$ cat config.mk
export PLATFORM = sky130hd
export DESIGN_NAME = ceespu_irq_ctrl
export DESIGN_NICKNAME = d
export VERILOG_FILES = /design/src/rtl/ceespu_irq_ctrl.sv
export SDC_FILE = /design/constraint.sdc
export NUM_CORES = 1
export LEC_CHECK = 0
export ABC_CLOCK_PERIOD_IN_PS = 1600
export BUFFER_PORTS_ARGS = -buffer_cell sky130_fd_sc_hd__buf_2
export CORE_MARGIN = 3
export CORE_UTILIZATION = 42
export CTS_CLUSTER_DIAMETER = 50
export DETAILED_ROUTE_END_ITERATION = 6
export HOLD_SLACK_MARGIN = 0.08
export PLACE_DENSITY_LB_ADDON = 0.1
export SYNTH_ARGS = -nofsm -noshare
export SYNTH_HDL_FRONTEND = slang
export SYNTH_SLANG_ARGS = --single-unit
$ cat constraint.sdc
create_clock -name I_clk -period 1.6 [get_ports I_clk]
set_input_delay 0.16 -clock I_clk [delete_from_list [all_inputs] [get_ports I_clk]]
set_output_delay 0.16 -clock I_clk [all_outputs]
set_load 0.005 [all_outputs]
$ cat src/rtl/ceespu_irq_ctrl.sv
// Interrupt scheduler for the ceespu front end: latches request edges, waits for a
// safe decode point, and issues a one-cycle take pulse with vector, return PC and id.
module ceespu_irq_ctrl #(
  parameter int unsigned NUM_IRQ       = 4,
  parameter logic [13:0] VECTOR_BASE   = 14'h0004,
  parameter int unsigned VECTOR_STRIDE = 4
) (
  input  logic               I_clk,
  input  logic               I_rst,
  input  logic [NUM_IRQ-1:0] I_irq,
  input  logic               I_int_enabled,
  input  logic               I_stall,
  input  logic               I_imm_pending,
  input  logic               I_branch_inflight,
  input  logic [13:0]        I_PC,
  output logic               O_take,
  output logic [13:0]        O_vector,
  output logic [13:0]        O_epc,
  output logic [2:0]         O_irq_id,
  output logic [NUM_IRQ-1:0] O_pending
);

  localparam logic [1:0] ST_IDLE = 2'd0;
  localparam logic [1:0] ST_ARM  = 2'd1;
  localparam logic [1:0] ST_FIRE = 2'd2;
  localparam logic [1:0] ST_HOLD = 2'd3;

  localparam logic [13:0]        STRIDE = 14'(VECTOR_STRIDE);
  localparam logic [NUM_IRQ-1:0] ONE    = NUM_IRQ'(1);

  logic [1:0]         state_q, state_d;
  logic [NUM_IRQ-1:0] pending_q, pending_d;
  logic [NUM_IRQ-1:0] irq_prev_q, irq_prev_d;
  logic               take_q, take_d;
  logic [13:0]        vector_q, vector_d;
  logic [13:0]        epc_q, epc_d;
  logic [2:0]         irq_id_q, irq_id_d;

  logic [NUM_IRQ-1:0] set_mask;
  logic [NUM_IRQ-1:0] clr_mask;
  logic [NUM_IRQ-1:0] win_onehot;
  logic [NUM_IRQ-1:0] scan;
  logic [2:0]         win_id;
  logic               any_pending;
  logic               safe;
  logic               take_now;

  // Edge detection, guard evaluation and fixed lowest-index-wins arbitration.
  always_comb begin
    set_mask    = I_irq & ~irq_prev_q;
    irq_prev_d  = I_irq;
    any_pending = |pending_q;
    safe        = any_pending & I_int_enabled & ~I_stall & ~I_imm_pending
                  & ~I_branch_inflight;
    win_onehot  = pending_q & (~pending_q + ONE);
    win_id      = 3'd0;
    scan        = '0;
    for (int unsigned k = NUM_IRQ; k > 0; k--) begin
      scan = pending_q >> (k - 1);
      if (scan[0]) begin
        win_id = 3'(k - 1);
      end
    end
  end

  always_comb begin
    state_d  = state_q;
    take_d   = 1'b0;
    take_now = 1'b0;
    case (state_q)
      ST_IDLE: begin
        if (any_pending) begin
          state_d = ST_ARM;
        end
      end
      ST_ARM: begin
        if (!any_pending) begin
          state_d = ST_IDLE;
        end else if (safe) begin
          state_d  = ST_FIRE;
          take_d   = 1'b1;
          take_now = 1'b1;
        end
      end
      ST_FIRE: begin
        state_d = ST_HOLD;
      end
      ST_HOLD: begin
        // Leave only once decode has dropped the enable, so it cannot retrigger.
        if (!I_int_enabled) begin
          state_d = any_pending ? ST_ARM : ST_IDLE;
        end
      end
      default: begin
        state_d = ST_IDLE;
      end
    endcase
  end

  // A new edge on the same cycle as the clear of that bit keeps it pending.
  always_comb begin
    clr_mask  = take_now ? win_onehot : '0;
    pending_d = (pending_q & ~clr_mask) | set_mask;
    vector_d  = vector_q;
    epc_d     = epc_q;
    irq_id_d  = irq_id_q;
    if (take_now) begin
      vector_d = VECTOR_BASE + 14'(win_id) * STRIDE;
      epc_d    = I_PC;
      irq_id_d = win_id;
    end
  end

  always_ff @(posedge I_clk) begin
    if (I_rst) begin
      state_q    <= ST_IDLE;
      pending_q  <= '0;
      irq_prev_q <= '0;
      take_q     <= 1'b0;
      vector_q   <= '0;
      epc_q      <= '0;
      irq_id_q   <= '0;
    end else begin
      state_q    <= state_d;
      pending_q  <= pending_d;
      irq_prev_q <= irq_prev_d;
      take_q     <= take_d;
      vector_q   <= vector_d;
      epc_q      <= epc_d;
      irq_id_q   <= irq_id_d;
    end
  end

  assign O_take    = take_q;
  assign O_vector  = vector_q;
  assign O_epc     = epc_q;
  assign O_irq_id  = irq_id_q;
  assign O_pending = pending_q;

endmodule

### Word-level counts from Yosys, hierarchy flattened

Cells that the tools add are included.

| cells by class | value |
|---|---|
| mux-type cells | 14 |
| $add $sub $neg | 2 |
| equal/unequal tests | 6 |
| bitwise operators | 14 |
| reductions and logical operators | 3 |

Operators with widths:

| operator | number |
|---|---|
| 2-bit two-way mux | 8 |
| 4-bit AND | 3 |
| 4-bit inverter | 3 |
| 2-bit one-hot mux with 4 select lines | 1 |
| 3-bit by 4-bit adder with 5-bit output, first input constant | 1 |
| 4-bit by 1-bit adder with 4-bit output, second input constant | 1 |
| 1-bit AND | 4 |
| 2-bit == test, second input constant | 2 |
| 1-bit two-way mux | 4 |
| 4-bit two-way mux | 1 |
| 2-bit inequality test, second input constant | 2 |
| 4-bit bitwise OR | 1 |
| 4-bit OR reduction | 1 |
| 3-bit inequality test, second input constant | 1 |
| 1-bit inverter | 3 |
| 3-bit AND reduction | 1 |
| 2-bit by 1-bit == test with 1-bit output, second input constant | 1 |
| 2-bit zero test | 1 |

| word-level totals | value |
|---|---|
| flip-flop bits (word level) | 42 |

### Longest topological paths before layout

Gate-level depths: netlist of the first run.

| logic depth | value |
|---|---|
| depth in word-level cells | 12 |
| mapped depth | 5 |

### Worst setup path before layout of the first run

Ideal clock, no wire load.

| timing path | value |
|---|---|
| kind | register to register |
| start | reg pending_q[3] (netlist: O_pending[3]) |
| end | reg epc_q[10] (netlist: O_epc[10]) |
| stages on the path, launching flop included | 6 |
| period minus slack after synthesis | 1.524 ns |
| setup slack | 0.076 ns |
| data arrival time | 1.409 ns |
| setup time | 0.116 ns |
| buffers on the path | 2 |
| cells stage by stage | dfxtp_1 > o41a_1 > and3_1 > buf_6 > buf_8 > a31o_1 |

| on the way | value |
|---|---|
| word-level cells in the longest chain between the ends | 8 |

Ends and longest elaborated chain:

| element | line | RTL |
|---|---|---|
| from (decl) | 32 | `logic [NUM_IRQ-1:0] pending_q, pending_d;` |
| from (signal assigned) | 125 | `pending_q <= pending_d;` |
| 4-bit OR reduction (*) | 52 | `any_pending = \|pending_q;` |
| 1-bit AND (3 in a row) | 53 | `safe = any_pending & I_int_enabled & ~I_stall & ~I_imm_pending` |
| 1-bit AND | 54 | `& ~I_branch_inflight;` |
| 1-bit two-way mux | 79 | `end else if (safe) begin` |
| 1-bit two-way mux (*) | 77 | `if (!any_pending) begin` |
| 1-bit two-way mux (*) | 70 | `case (state_q)` |
| to (signal assigned) | 129 | `epc_q <= epc_d;` |
| to (decl) | 36 | `logic [13:0] epc_q, epc_d;` |

Mark *: on every way between the ends. The rest lies on a longest branch, timed or not.
A chain may end at the register's enable or synchronous reset.

### Worst setup path in the final report of the first run

| timing path | value |
|---|---|
| start | reg pending_q[2] (netlist: O_pending[2]) |
| end | reg epc_q[1] (netlist: O_epc[1]) |

Same word-level chain as after synthesis.

==> results of run 1 <==
==> kinds of logic (layout without fill, tap and decap cells) <==
kind of cell | count (synthesis) | in the layout | synth area share [%]
AND/OR/NAND/NOR | 20 | 20 | 8.75
other | 1 | 12 | 0.262
adder cells (fa/ha/maj) | 1 | 1 | 0.875
flip-flops | 30 | 30 | 42.0
AO/OA/AOI/OAI | 53 | 53 | 30.0
buffers and inverters | 47 | 101 | 18.1
==> per-layer routing <==
layer	global-route usage (%)	vias up	part of all wire, %
met5	0	-	0
met4	6.07	0	1.3
met3	6.15	6	8.2
met2	29.6	54	46
met1	19.0	626	44
li1	-	656	-
==> placed cells by master (no fill, tap or decap) <==
cell	netlist	routed
o22ai_1	1	1
a31o_1	9	9
ha_1	1	1
nand3_1	1	1
or2b_2	1	1
a311oi_2	0	2
nand2b_1	5	5
nor2_1	4	4
o31a_1	1	1
o31ai_1	2	2
o41ai_1	1	1
nor2b_1	4	4
a31oi_1	1	1
o41a_1	1	1
conb_1	1	12
or4_2	1	1
inv_1	21	21
clkbuf_8	0	3
a31o_2	8	8
or2_2	1	1
nor4b_2	0	1
a211oi_2	2	2
buf_4	12	6
or4b_1	1	1
a311oi_1	17	15
buf_2	3	47
clkinv_1	1	1
clkbuf_4	0	5
dlygate4sd3_1	0	18
dfxtp_1	30	30
o21ai_0	3	3
a21oi_1	7	7
and3_4	0	1
==> critical path, cell delays in order (launching register included) <==
cell and delay (ns):
dfxtp_1 0.36, o41a_1 0.44, buf_4 0.22, a311oi_1 0.30, a31o_2 0.14
==> what timing repair did <==
action                                 in CTS  in global routing
cloned                                      0                  0
setup endpoints to repair                  17                 15
resized for setup                           1                  3
hold buffers                               18                  0
endpoints found under the hold margin      20                  0
==> how the worst max path moves through the flow <==
stage | endpoint | slack (ns) | cells after the start
after floorplan | O_epc[10] | 0.08 | 5
after global placement | O_epc[3] | -0.02 | 3
after detailed placement | O_epc[0] | -0.05 | 3
after CTS | O_epc[5] | 0.05 | 3
after global routing | O_epc[0] | -0.01 | 4
final | O_epc[1] | 0.09 | 4
==> layout make-up <==
cell class / count / area (um^2) / share of cell area [%]
well taps: 44 / 55.1 / 2.88
flip-flops and latches: 30 / 601 / 31.4
multi-input cells: 86 / 636 / 33.2
inverters: 22 / 82.6 / 4.32
repair buffers: 71 / 460 / 24.1
clock buffers: 8 / 78.8 / 4.12
==> flip-flops by register name, summed over array words and instances (netlist names), named ones only <==
name,flops
O_epc,14
O_take,1
O_irq_id,2
O_vector,3
O_pending,4
state_q,1
irq_prev_q,4
==> metrics by stage <==
| step | hold WS, ns | power [mW] | setup TNS (ns) | cells | worst slack [ns] |
|---|---|---|---|---|---|
| 2_1_floorplan | 0.288 | 0.931 | 0 | 163 | 0.0759 |
| 3_3_place_gp | 0.378 | 0.974 | -0.118 | 235 | -0.0172 |
| 3_5_place_dp | 0.386 | 0.978 | -0.572 | 235 | -0.0526 |
| 4_1_cts | 0.144 | 1.57 | 0 | 261 | 0.0526 |
| 5_1_grt | 0.172 | 1.63 | -0.0262 | 261 | -0.0141 |
| 6_report | 0.160 | 1.55 | 0 | 261 | 0.0930 |
==> power groups by stage <==
| stage | sequential (mW) | combinational, mW | clock [mW] |
|---|---|---|---|
| detailed placement | 0.801 | 0.177 | 0 |
| finish | 0.784 | 0.213 | 0.549 |
| CTS | 0.784 | 0.212 | 0.570 |
| global placement | 0.800 | 0.174 | 0 |
| global route | 0.788 | 0.237 | 0.607 |
| floorplan | 0.800 | 0.131 | 0 |
==> results_dict.tcl, run 1 <==
set metrics [dict create \
    hp-start "I_int_enabled" \
    core-area_um2 3150 \
    fmax_mhz 664 \
    setup_viol 0 \
    p_seq_share_pct 50.7 \
    io_pins 60 \
    crit_start "O_pending[2]" \
    synthFlopType "dfxtp_1" \
    syn_area_um2 1430 \
    timing.rr.end "O_epc[1]" \
    grt_pass1_vias 1292 \
    start_util_pct 45.4 \
    grt_usage_pct 17.1 \
    grt_max_degree 28 \
    firstDrtPassIters 5 \
    yosys-top-cells-area "dfxtp_1 42%, a311oi_1 10%, buf_4 6.3%, a31o_1 5.5%, inv_1 5.5%" \
    wl_per_cell_um 13.0 \
    p_int_mw 1.17 \
    dpl_cell_area_um2 1640 \
    drtIter0Drc 27 \
    timing.final.crit_share_pct 94.2 \
    gp_congestion 0.736 \
    cts.path.max_buffers 2 \
    viasPerCell 5.14 \
    dieArea_um2 4140 \
    hpwl_um 2210 \
    clk_pin_slew_ns 0.09 \
    post-route-min-period_ns 1.51 \
    area_growth_pct 33.8 \
    grt_overflow 0 \
    tightest_slew_ns 0.511 \
    nNetsFinal 241 \
    slew_viol_final 0 \
    max-cap-violations 0 \
    crit_arrival_ns 1.78 \
    portBuffers 47 \
    netSwitchingPower_mw 0.376 \
    status "complete, no violations" \
    ys_types 33 \
    criticalPathCategory "reg2reg" \
    worstSkewPairLatency_ns 0.32 \
    wl_um 3380 \
    p_clk_share_pct 35.5 \
    slew_headroom_pct 65.7 \
    grt_pass1_wl_um 5600 \
    syn_area_per_cell_um2 9.41 \
    timing.rr.start "O_pending[2]" \
    ff2ff_setup_slack_ns 0.09 \
    finClkSkew_ns 0.00216 \
    insertedDiodeCount 0 \
    drtAntennaViolNets 0 \
    rsz0062_at_grt "true" \
    async_flop_share_pct 0 \
    pwr-share-comb_pct 13.8 \
    cts_buffers 5 \
    holdPathStages 3 \
    tritoncts "done" \
    ys_ff_latch 30 \
    startpoint_type "flip-flop" \
    cts.sinks 30 \
    synthTopCellsByCount "30 x dfxtp_1, 21 x inv_1, 17 x a311oi_1" \
    crit_path_end_kind "flip-flop" \
    ys_seq_area_share_pct 42.0 \
    synth_top_area_share_pct 42.0 \
    yosys.cell_count.top_type "dfxtp_1" \
    post_cts_buffers 0 \
    reg2reg_depth 4 \
    leakage_nw 0.824 \
    syn-instance-count 152 \
    yosys.area.top_type "dfxtp_1" \
    hold_viol_final 0 \
    dieHeight_um 64.4 \
    peakVddDrop_mv 0.409 \
    synth_edf_count 0 \
    drc 0 \
    crit_fanout 19 \
    holdPathEnd "state_q[0]" \
    cp.required_ns 1.87 \
    row_count 20 \
    antenna_found_initial 0 \
    die_w_um 64.4 \
    ctsHtreeMaxLevel 2 \
    holdCritPathClass "in2reg" \
    drive_gt1_share_pct 35.9 \
    fin_util_pct 60.7 \
    fill_cells 300 \
    num_vias 1342 \
    p_sw_share_pct 24.3 \
    yosysWarnings 0 \
    p_per_area_nw_per_um2 808 \
    clock-root-buffer "clkbuf_4" \
    stdcell_area_um2 1910 \
]
Note: power is estimated with default switching activity, not from simulation.
==> run 2, diff against run 1 <==
--- a/config.mk
+++ b/config.mk
@@ -12,4 +12,5 @@
 export CTS_CLUSTER_DIAMETER = 50
 export DETAILED_ROUTE_END_ITERATION = 6
+export GPL_TIMING_DRIVEN = 0
 export HOLD_SLACK_MARGIN = 0.08
 export PLACE_DENSITY_LB_ADDON = 0.1
==> constraint.sdc (replaced) <==
create_clock -name I_clk -period 1.6 [get_ports I_clk]
set_input_delay 0.32 -clock I_clk [delete_from_list [all_inputs] [get_ports I_clk]]
set_output_delay 0.32 -clock I_clk [all_outputs]
set_load 0.005 [all_outputs]
==> run 2 against run 1 <==
Effect of this change:
- clock skew up 0.0025 ns
- fmax fell by 4.1%
- wire length up 0.38%
- hold slack improved by 0.044 ns
- sequential cell count unchanged
- first-iteration DRC count is 26% lower
- critical path depth grew 1
- via count shrank 3.9%
- worst setup slack worse by 0.064 ns
- sequential share of layout area up 0.60 points
- final cell count increased by 1.1%
- utilization fell by 0.40 points
==> results_dict.tcl, run 2 (synthesis gave the netlist of run 1 again) <==
set metrics [dict create \
    peakVddDrop_mv 0.471 \
    startpoint_type "flip-flop" \
    leakage_nw 0.843 \
    grt_usage_pct 17.7 \
    max_stage_delay_ns 0.43 \
    ctsHtreeMaxLevel 2 \
    cts_buffers 5 \
    die_w_um 64.4 \
    finClkSkew_ns 0.00468 \
    grt_pass1_wl_um 5770 \
    crit_family "compound AO/OA/AOI/OAI gates" \
    hold_viol_final 0 \
    drtAntennaViolNets 0 \
    tightest_slew_ns 0.628 \
    grt_pass1_vias 1290 \
    post-route-min-period_ns 1.57 \
    wl_per_cell_um 12.9 \
    holdCritPathClass "in2reg" \
    p_per_area_nw_per_um2 777 \
    final_common_cell "buf_2" \
    drive_gt1_share_pct 46.8 \
    row_count 20 \
    nNetsFinal 244 \
    slew_headroom_pct 58.2 \
    holdWs_ns 0.204 \
    drc 0 \
    crit_fanout 10 \
    max-cap-violations 0 \
    status "complete, no violations" \
    gp_congestion 0.760 \
    rsz0062_at_grt "true" \
    fmax_mhz 637 \
    clk_pin_slew_ns 0.09 \
    wl_um 3400 \
    cts.path.max_buffers 2 \
    routed.top_layer "met4" \
    firstDrtPassIters 4 \
    timing.final.crit_share_pct 98.2 \
    dieArea_um2 4140 \
    layoutNonFillerInstCount 264 \
    num_vias 1289 \
    dieHeight_um 64.4 \
    crit_arrival_ns 1.85 \
    cts.sinks 30 \
    clock-root-buffer "clkbuf_4" \
    viasPerCell 4.88 \
    area_growth_pct 32.9 \
    tritoncts "done" \
    wl_met1_um 1450 \
    slew_viol_final 0 \
    portBuffers 47 \
    crit_slowest_cell "o41a_1" \
    cp_cell_sequence "o41a_1, buf_6, buf_6, a311oi_2, a31o_1" \
    core-area_um2 3150 \
    setup_viol 0 \
    largest_reg_flops 14 \
    cp.required_ns 1.88 \
    place_inst 254 \
    hpwl_um 2480 \
    met3WireLength_um 287 \
    crit_path_frequent_cell "buf_6" \
    start_util_pct 45.4 \
    drtIter0Drc 20 \
    grt_overflow 0 \
    crit_path_end_kind "flip-flop" \
    insertedDiodeCount 0 \
    critPathBufInv 2 \
    met2_wirelength_um 1610 \
    worstSkewPairLatency_ns 0.33 \
    cts-hold-fix-buffers 0 \
    criticalPathCategory "reg2reg" \
    io_pins 60 \
    grt_max_degree 11 \
    antenna_found_initial 0 \
    layout_common_cells "50 x buf_2, 26 x dfxtp_1, 21 x inv_1" \
]
run 2: cell count changes in the layout (fill, tap and decap cells not counted), sizes merged:
cell	delta
dlygate4sd3	-18
clkinv	+1
buf	+16
clkbuf	+4
run 2: report_power, final:
| part | switching [mW] | leakage (nW) | internal (mW) |
|---|---|---|---|
| combinational | 0.119 | 0.562 | 0.103 |
| clock | 0.258 | 0.0353 | 0.213 |
| sequential | 0.0161 | 0.246 | 0.768 |
| total | 0.393 | 0.843 | 1.08 |
run 2: layout make-up:
cell class              count  area [um^2]
plain buffers              25          179
repair buffers             49          250
clock buffers               7         55.1
clock inverters             1         5.00
fillers                   305         1250
inverters                  22         82.6
multi-input cells          86          666
flip-flops and latches     30          608
well taps                  44         55.1
run 2: per-layer routing:
layer  vias up  GRT usage [%]
met1       584           20.5
li1        657              -
met5         -              0
met2        44           29.8
met4         0           4.75
met3         4           7.56
run 2: worst register-to-register path: cells and delay by family (launching register included):
kind                   cells  cell delay, ns
DFF                        1            0.35
AOI/OAI and AO/OA          3            0.86
buffers and inverters      2            0.31
run 2: final timing paths:
check                              startpoint            to  slack (ns)  depth (start not counted)
worst max-delay path             O_pending[3]     O_epc[13]        0.03                          5
worst min-delay path                 I_PC[11]     O_epc[11]        0.20                          2
worst max register to register   O_pending[3]     O_epc[13]        0.03                          5
worst min register to register  irq_prev_q[3]  O_pending[3]        0.49                          2
run 2: metrics by stage:
stage | cell area (um^2) | setup TNS, ns | setup slack [ns] | total power [mW] | util, %
after floorplan | 1470 | 0 | 0.0759 | 0.931 | -
after global placement | 1760 | -1.22 | -0.124 | 0.997 | 55.9
after detailed placement | 1760 | -1.28 | -0.147 | 1.00 | 55.9
after CTS | 1850 | 0 | 0.00326 | 1.48 | 58.7
after global routing | 1900 | -0.0793 | -0.0384 | 1.57 | 60.3
final | 1900 | 0 | 0.0292 | 1.48 | 60.3
run 2: timing repair:
item / in CTS / in global routing
setup buffers: 2 / 0
pin swaps: 2 / 3
cloned: 0 / 0
setup endpoints to repair: 9 / 9
resized for setup: 6 / 11
